## config.mk

```make
export PLATFORM = sky130hd
export DESIGN_NAME = dmux8way16_stream
export DESIGN_NICKNAME = d
export VERILOG_FILES = /design/src/rtl/dmux8way16_stream.sv
export SDC_FILE = /design/constraint.sdc
export NUM_CORES = 1
export LEC_CHECK = 0
export CORE_MARGIN = 3
export CORE_UTILIZATION = 33
export DETAILED_ROUTE_END_ITERATION = 10
export PLACE_DENSITY_LB_ADDON = 0.05
export SYNTH_ARGS = -nofsm -noshare
export SYNTH_HDL_FRONTEND = slang
export SYNTH_SLANG_ARGS = --single-unit
export TNS_END_PERCENT = 50
```

## constraint.sdc

```tcl
create_clock -name clk -period 8.1 [get_ports clk]
set_clock_uncertainty 0.15 [all_clocks]
set_input_delay 2.025 -clock clk [delete_from_list [all_inputs] [get_ports clk]]
set_output_delay 2.025 -clock clk [all_outputs]
set_load 0.05 [all_outputs]
```

## src/rtl/dmux8way16_stream.sv

```systemverilog
// Registered 1-to-8 stream demultiplexer: one producer handshake fans out into
// eight one-entry holding registers, each drained by its own consumer handshake.
module dmux8way16_stream #(
    parameter int WIDTH = 16,
    parameter int CNT_W = 16
) (
    input  logic                 clk,
    input  logic                 rst_n,
    input  logic [WIDTH-1:0]     in_data,
    input  logic [2:0]           in_sel,
    input  logic                 in_valid,
    output logic                 in_ready,
    output logic [8*WIDTH-1:0]   out_data,
    output logic [7:0]           out_valid,
    input  logic [7:0]           out_ready,
    output logic [CNT_W-1:0]     count
);

    logic [7:0]            v_q, v_d;
    logic [7:0][WIDTH-1:0] d_q, d_d;
    logic [CNT_W-1:0]      cnt_q, cnt_d;
    logic                  accept;

    // A full channel can still take a word on the edge its consumer drains it.
    assign in_ready = ~v_q[in_sel] | out_ready[in_sel];
    assign accept   = in_valid & in_ready;

    always_comb begin
        v_d   = v_q & ~out_ready;
        d_d   = d_q;
        cnt_d = cnt_q;
        if (accept) begin
            v_d[in_sel] = 1'b1;
            d_d[in_sel] = in_data;
            cnt_d       = cnt_q + CNT_W'(1);
        end
    end

    always_ff @(posedge clk or negedge rst_n) begin
        if (!rst_n) begin
            v_q   <= '0;
            d_q   <= '0;
            cnt_q <= '0;
        end else begin
            v_q   <= v_d;
            d_q   <= d_d;
            cnt_q <= cnt_d;
        end
    end

    assign out_valid = v_q;
    assign out_data  = d_q;
    assign count     = cnt_q;

endmodule

```

# Word-level counts from Yosys, hierarchy flattened

Cells that the tools add are included.

Add/subtract/negate cells: 1
Order comparisons: 2
Mux-type cells: 10
Bitwise logic cells: 6
Reductions and logical operators: 1

Operators by type and width:

| operator                | number |
|---|---|
| $bwmux W128             | 1 |
| $demux W16 S3           | 1 |
| $add A16 B1 Y16 const B | 1 |
| $mux W16                | 1 |
| $and A8 B8 Y8           | 1 |
| $mux W8                 | 1 |
| $not A8 Y8              | 1 |
| $or A8 B8 Y8            | 1 |
| $bmux W1 S3             | 2 |
| $lt A3 B4 Y1 const B    | 1 |
| $demux W1 S3            | 1 |
| $ge A3 B1 Y1 const B    | 1 |
| $mux W1                 | 3 |
| $and A1 B1 Y1           | 1 |
| $logic_and A1 B1 Y1     | 1 |
| $not A1 Y1              | 1 |
| $or A1 B1 Y1            | 1 |

Flip-flop bits (word level): 152
Input bits: 30
Output and inout bits: 153
Logic and storage cells: 30

# Depth between registers and ports, before layout

Word-level depth: 6
Gate-level depth with buffers: 8
Depth with buffers taken out: 6

# Least setup slack after synthesis

Ideal clock, no wire load.

Path type: input -> output
Start: input in_sel[1]
End: output in_ready
Data arrival time: 3.605 ns
Data required time: 5.925 ns
Path slack: 2.320 ns
Cell stages on the path: 6
Path buffers: 3
Cell sequence: buf_2 > mux4_2 > mux2_2 > nand2_2 > buf_6 > buf_2

Longest elaborated chain between the ends: 4
Elaborated cells on any way between the ends: 6
Classes of those cells: 4 x mux; 2 x bitwise

Ends and longest elaborated chain:

| item                          | RTL line | RTL |
|---|---|---|
| from (decl)                   | 10       | `input logic [2:0] in_sel,` |
| $bmux W1 S3                   | 25       | `assign in_ready = ~v_q[in_sel] \| out_ready[in_sel];` |
| $mux W1 (implied by the code) | 25       |  |
| $not A1 Y1                    | 25       |  |
| $or A1 B1 Y1 (*)              | 25       |  |
| to (decl)                     | 12       | `output logic in_ready,` |

Every way passes the cells marked *; elsewhere a longest branch is shown, timed or not. The select of a mux whose other input is x is not followed.

# Final worst setup path

Ends and elaborated chain as after synthesis.

==> run summary <==
Synth top area share: 0.627
critical path class: in -> out
crit-path max FO: 10
Pre-antenna DRT Iters: 4
Worst Path Buf+Inv: 2
post-synthesis cell type count: 35
clk buf depth: 2
postcts setup bufs: 0
io pins: 183
Slowest cell on crit path: clkdlybuf4s50_1
Worst-Skew Late Latency: 0.41 ns
Seq/Total Area, Yosys: 0.627
clk sinks: 152
Peak Freq: 149 MHz
Layout area overhead: 42.9%
pwr dens: 361 nW/um^2
Total Routing Usage GR: 0.163
status: finished, final reports clean
post-DR wirelength/cell: 19.7 um
synthesized flop and latch total: 152
detailed-route via count: 3812
Setup TNS Final: 0 ns
n_diodes: 0
leakage power: 3.73 nW
most common cell in the netlist: dfrtp_1
most used cell along the critical path: clkdlybuf4s50_1
Starting Density: 0.344
total grt overflow: 0
EDFF count, synth: 0
first-pass GRT wire length: 24.7 mm
setup ws final: 1.40 ns
Synth top cells by count: dfrtp_1, mux2_2, xnor2_1
die area: 20000 um^2
CTS tree: built
ys flop type: dfrtp_1
H-tree depth: 4
fraction of layout cells with a size suffix above 1: 0.281
cell type with the largest total area after synthesis: dfrtp_1
Root Driver: clkbuf_16
CP Launch Type: input pin
Mapped Avg Cell Area: 15.8 um^2
fin crit share: 0.828
Post-Place Setup Slack: 1.38 ns
PostCTS Resize Cnt: 0
routed wire length: 15.9 mm
DR vias/cell: 4.73
number of global-route vias before repair: 4099
Hold-fix buffers, CTS: 0
critical path required time: 5.93 ns
CP top delay family: buffers and inverters
IO buf count: 182
Synth Cell Area: 6070 um^2
GPL Wtd Cong: 0.721
worst path cell trace: clkdlybuf4s50_1 > mux4_2 > mux2_2 > nand2_2 > clkdlybuf4s50_1
Slew HR: 0.282
Register Area: 3800 um^2
worst vdd ir: 0.204 mV
Hold Crit Class: reg -> reg
# rows: 48
Final Util: 0.491
Async S/R FF share, synth: 1.00
Max Cap Viol: 0
Die X-Extent: 142 um
Post-layout nets: 601
drt initial violations: 134
Hold Fails Final Rpt: 0
core area: 17700 um^2
Multi-input gate area: 2120 um^2
initial antenna violation count: 0
Slew Limit Fails: 0
critical path endpoint category: output pin
DP HPWL: 10.8 mm
CTS clk-pin slew, worst paths: 0.06 ns
slowest stage delay, CP: 0.80 ns
Mapped Cells: 384
Worst-Margin Slew: 1.08 ns
crit path DAT: 4.53 ns
RSZ-0062 raised after global routing: false
Final setup viols: 0
pin count of the biggest net entering global routing: 82
syn_nets: 415
Die H: 142 um
Filler cells: 1568
# DRC: 0
number of buffers created by CTS: 17
Min Clock Period, post-route: 6.70 ns
post-route antenna net violation count: 0
Synth warnings: 0
top post-synthesis cells by area: dfrtp_1, mux2_2, mux2_4
-- stage by stage --
step | total power, mW | hold WS [ns] | area, um^2 | instances
2_1_floorplan | 1.88 | 0.616 | 6070 | 384
3_3_place_gp | 2.34 | 0.309 | 8080 | 776
3_5_place_dp | 2.36 | 0.322 | 8080 | 776
4_1_cts | 3.17 | 0.333 | 8670 | 806
5_1_grt | 3.27 | 0.347 | 8670 | 806
6_report | 3.13 | 0.321 | 8670 | 806
-- power breakdown --
group / switching [mW] / internal [mW] / leakage (nW)
registers: 0.105 / 0.939 / 1.86
clock network: 0.299 / 0.497 / 0.286
logic: 0.835 / 0.453 / 1.59
total: 1.24 / 1.89 / 3.73
-- layout by cell type (no fill, tap or decap), drive strengths merged --
cell and n:
clkdlybuf4s50 181, dfrtp 152, mux2 130, clkbuf 22, xnor2 13, inv 9, nand2 9, and3 8
nand3 8, nand4 7, nor2 5, mux4 4, a21o 4, o21ai 4, buf 4, clkinv 3
bufinv 3, xor2 2, nand4b 2, nor3b 2, mux2i 1, and4bb 1, nor2b 1, and3b 1
nor3 1, and4 1, and2 1, ha 1, clkinvlp 1
-- layout make-up --
| type | count | share of cell area |
|---|---|---|
| Clock inverter | 8 | 0.0140 |
| Inverter | 8 | 0.00346 |
| Timing Repair Buffer | 185 | 0.213 |
| Sequential cell | 152 | 0.439 |
| Clock buffer | 22 | 0.0536 |
| Multi-Input combinational cell | 206 | 0.245 |
| Tap cell | 225 | 0.0325 |
-- path summary, 6_finish.rpt --
| path | from | to | slack [ns] | cells past startpoint |
|---|---|---|---|---|
| worst min register to register | count[15]$_DFFE_PN0P_ | count[15]$_DFFE_PN0P_ | 0.32 | 1 |
| worst max register to register | out_valid[7]$_DFF_PN0_ | out_data[113]$_DFFE_PN0P_ | 4.93 | 6 |
| min in group asynchronous | rst_n | count[8]$_DFFE_PN0P_ | 1.47 | 1 |
| max in group asynchronous | rst_n | out_valid[2]$_DFF_PN0_ | 4.83 | 2 |
| worst max-delay path | in_sel[1] | in_ready | 1.40 | 5 |
| worst min-delay path | count[15]$_DFFE_PN0P_ | count[15]$_DFFE_PN0P_ | 0.32 | 1 |
-- cells by family after synthesis --
family                     Yosys count  synth area share
buffers and inverters               26            0.0233
DFF                                152             0.627
and+or+nand+nor                     47            0.0543
xor gates and xnor gates            15            0.0217
muxes                              135             0.263
adders and majority gates            1           0.00206
AOI/OAI and AO/OA                    8           0.00825
-- state kept, by name, summed over array words and instances, names as in the netlist --
signal and cells:
out_data 128, count 16, out_valid 8
-- layer usage --
metal / up-vias / share of wire / track usage
li1: 1731 / - / -
met1: 1961 / 0.43 / 0.207
met2: 112 / 0.49 / 0.259
met3: 8 / 0.074 / 0.0674
met4: 0 / 0.0070 / 0.0424
met5: - / 0 / 0
Note: power is estimated with default switching activity, not from simulation.
==> variant (config.mk and constraints unchanged) <==
Reset style: synchronous (`rst_n`), changed in one clocked block.
--- a/src/rtl/dmux8way16_stream.sv
+++ b/src/rtl/dmux8way16_stream.sv
@@ -36,7 +36,7 @@
         end
     end
 
-    always_ff @(posedge clk or negedge rst_n) begin
+    always_ff @(posedge clk) begin
         if (!rst_n) begin
             v_q   <= '0;
             d_q   <= '0;
Check against the original RTL: differs if rst_n is asserted again (counterexample within 4 cycles, from zero or initial values and one cycle with rst_n low); with rst_n held inactive, the same outputs for 10 cycles.
==> variant against the original RTL <==
  * Wire length up 6.1%
  * Hold slack worse by 11 ps
  * Core utilization is 0.58 points lower
  * Global-route usage grew 1.2 points
  * Sequential cell count unchanged
  * Synthesized area decreased by 3.6%
  * Fmax shrank 7.1%
  * Worst setup slack got worse by 510 ps
  * Cell area shrank 3.2%
  * Die area is 3.5% lower
Power is not compared: it rests on default switching activity, and its combinational part moved more than twofold at a synthesized area within 25%.
==> variant: results (changes against the original RTL) <==
GRT
  – All-layer global routing usage: 0.175 (+0.0116)
  – Met3 track demand over resource in global routing: 0.0659 (-0.00155)
  – Global routing met1 resource utilization: 0.213 (+0.00535)
  – Via count of the first global-routing pass: 4818 (+18%)
  – Met2 global-route usage: 0.289 (+0.0293)
  – Wire length of the first global-routing pass: 26800 um (+8.6%)

Drt
  – Detailed-routing wirelength on met1: 7350 um (+7.1%)
  – Vias per Instance: 4.78 (+1.0%)
  – Routed wl met2: 8100 um (+4.6%)
  – Length of routed met3 wiring: 1190 um (+1.2%)
  – Iteration-0 DRC Markers: 175 (+31%)
  – Sum of routed wire length over all layers: 16900 um (+6.1%)

Critical path
  – R2R Path Start: out_valid[3]$_SDFF_PN0_
  – Data arrival, critical path: 5040 ps (+510 ps)
  – Crit Reg-Reg Endpoint: out_data[59]$_SDFFE_PN0P_
  – Crit path max fanout: 14 (+4)
  – Worst Reg-to-Reg Cells: 8 (+2)

Placement
  – GP Congestion: 0.861 (+19%)
  – Placed Instances: 963 (+24%)
  – Placed Area: 0.00780 mm^2 (-3.5%)

Clocking
  – CTS max path bufs: 2 (unchanged)

Synthesis
  – Share of synthesized registers carrying an async set or reset: 0 (-1.00)
  – Top post-synthesis cells by count: sky130_fd_sc_hd__nand2_1 (157), sky130_fd_sc_hd__dfxtp_1 (152), sky130_fd_sc_hd__mux2i_1 (131)
  – Number of library cell types mapped by synthesis: 43 (+23%)
  – Cell count after synthesis: 587 (+53%)
  – Share of the yosys chip area belonging to registers: 0.521 (-0.107)

Finish
  – Nets@finish: 788 (+31%)
  – Number of non-filler instances in the completed layout: 995 (+23%)

Run status
  – Run status: complete, no violations

Timing
  – Slew margin rel.: 0.287 (+0.00509)
  – Tcrit/Tclk final: 0.890 (+0.0628)
[variant: cell count changes after synthesis, moves of 6 or more]
cell / before / now
sky130_fd_sc_hd__a21oi_1: 0 / 19
sky130_fd_sc_hd__clkbuf_1: 2 / 21
sky130_fd_sc_hd__dfrtp_1: 152 / 0
sky130_fd_sc_hd__dfxtp_1: 0 / 152
sky130_fd_sc_hd__mux2_1: 9 / 0
sky130_fd_sc_hd__mux2_2: 112 / 2
sky130_fd_sc_hd__mux2_4: 9 / 1
sky130_fd_sc_hd__mux2i_1: 1 / 131
sky130_fd_sc_hd__nand2_1: 8 / 157
sky130_fd_sc_hd__nand2b_1: 0 / 10
sky130_fd_sc_hd__or3_1: 0 / 6
sky130_fd_sc_hd__xnor2_1: 13 / 0
[variant: power by group through the flow]
| stage | Sequential, mW | Clock [mW] | Combinational, mW |
|---|---|---|---|
| after floorplan | 0.843 | 0 | 0.0604 |
| after global placement | 0.789 | 0 | 0.178 |
| after detailed placement | 0.790 | 0 | 0.179 |
| after CTS | 0.773 | 0.805 | 0.180 |
| after global routing | 0.775 | 0.834 | 0.189 |
| final | 0.773 | 0.787 | 0.178 |
[variant: layout make-up]
class                   instances  area [um^2]
clock buffers                  19          443
flip-flops and latches        152         3040
multi-input cells             388         2560
clock inverters                13          145
well taps                     225          282
repair buffers                192         1890
inverters                       6         22.5
fillers                      1638         8910
[variant: worst min-delay path by stage]
stage | from | to | slack, ps | depth (start not counted)
2_1_floorplan | out_data[116]$_SDFFE_PN0P_ | out_data[116]$_SDFFE_PN0P_ | 530 | 2
3_3_place_gp | out_data[26]$_SDFFE_PN0P_ | out_data[26]$_SDFFE_PN0P_ | 290 | 2
3_5_place_dp | out_data[14]$_SDFFE_PN0P_ | out_data[14]$_SDFFE_PN0P_ | 300 | 2
4_1_cts | out_data[14]$_SDFFE_PN0P_ | out_data[14]$_SDFFE_PN0P_ | 310 | 2
5_1_grt | out_data[109]$_SDFFE_PN0P_ | out_data[109]$_SDFFE_PN0P_ | 320 | 2
6_report | out_data[109]$_SDFFE_PN0P_ | out_data[109]$_SDFFE_PN0P_ | 310 | 2
[variant: logic make-up (layout without fill, tap and decap cells)]
kind of cell	count (synthesis)	count (layout)	share of synthesized area
and+or+nand+nor	208	208	0.156
DFF	152	152	0.521
muxes	134	134	0.231
buffers and inverters	47	230	0.0413
AOI/OAI and AO/OA	44	44	0.0477
adders and majority gates	1	1	0.00214
xor gates and xnor gates	1	1	0.00150
[variant: critical path, stage by stage]
cell,delay (ps)
sky130_fd_sc_hd__clkdlybuf4s50_1,770
sky130_fd_sc_hd__mux2_2,390
sky130_fd_sc_hd__a22o_1,180
sky130_fd_sc_hd__a221o_1,330
sky130_fd_sc_hd__nor2_2,400
sky130_fd_sc_hd__inv_2,180
sky130_fd_sc_hd__clkdlybuf4s50_1,760
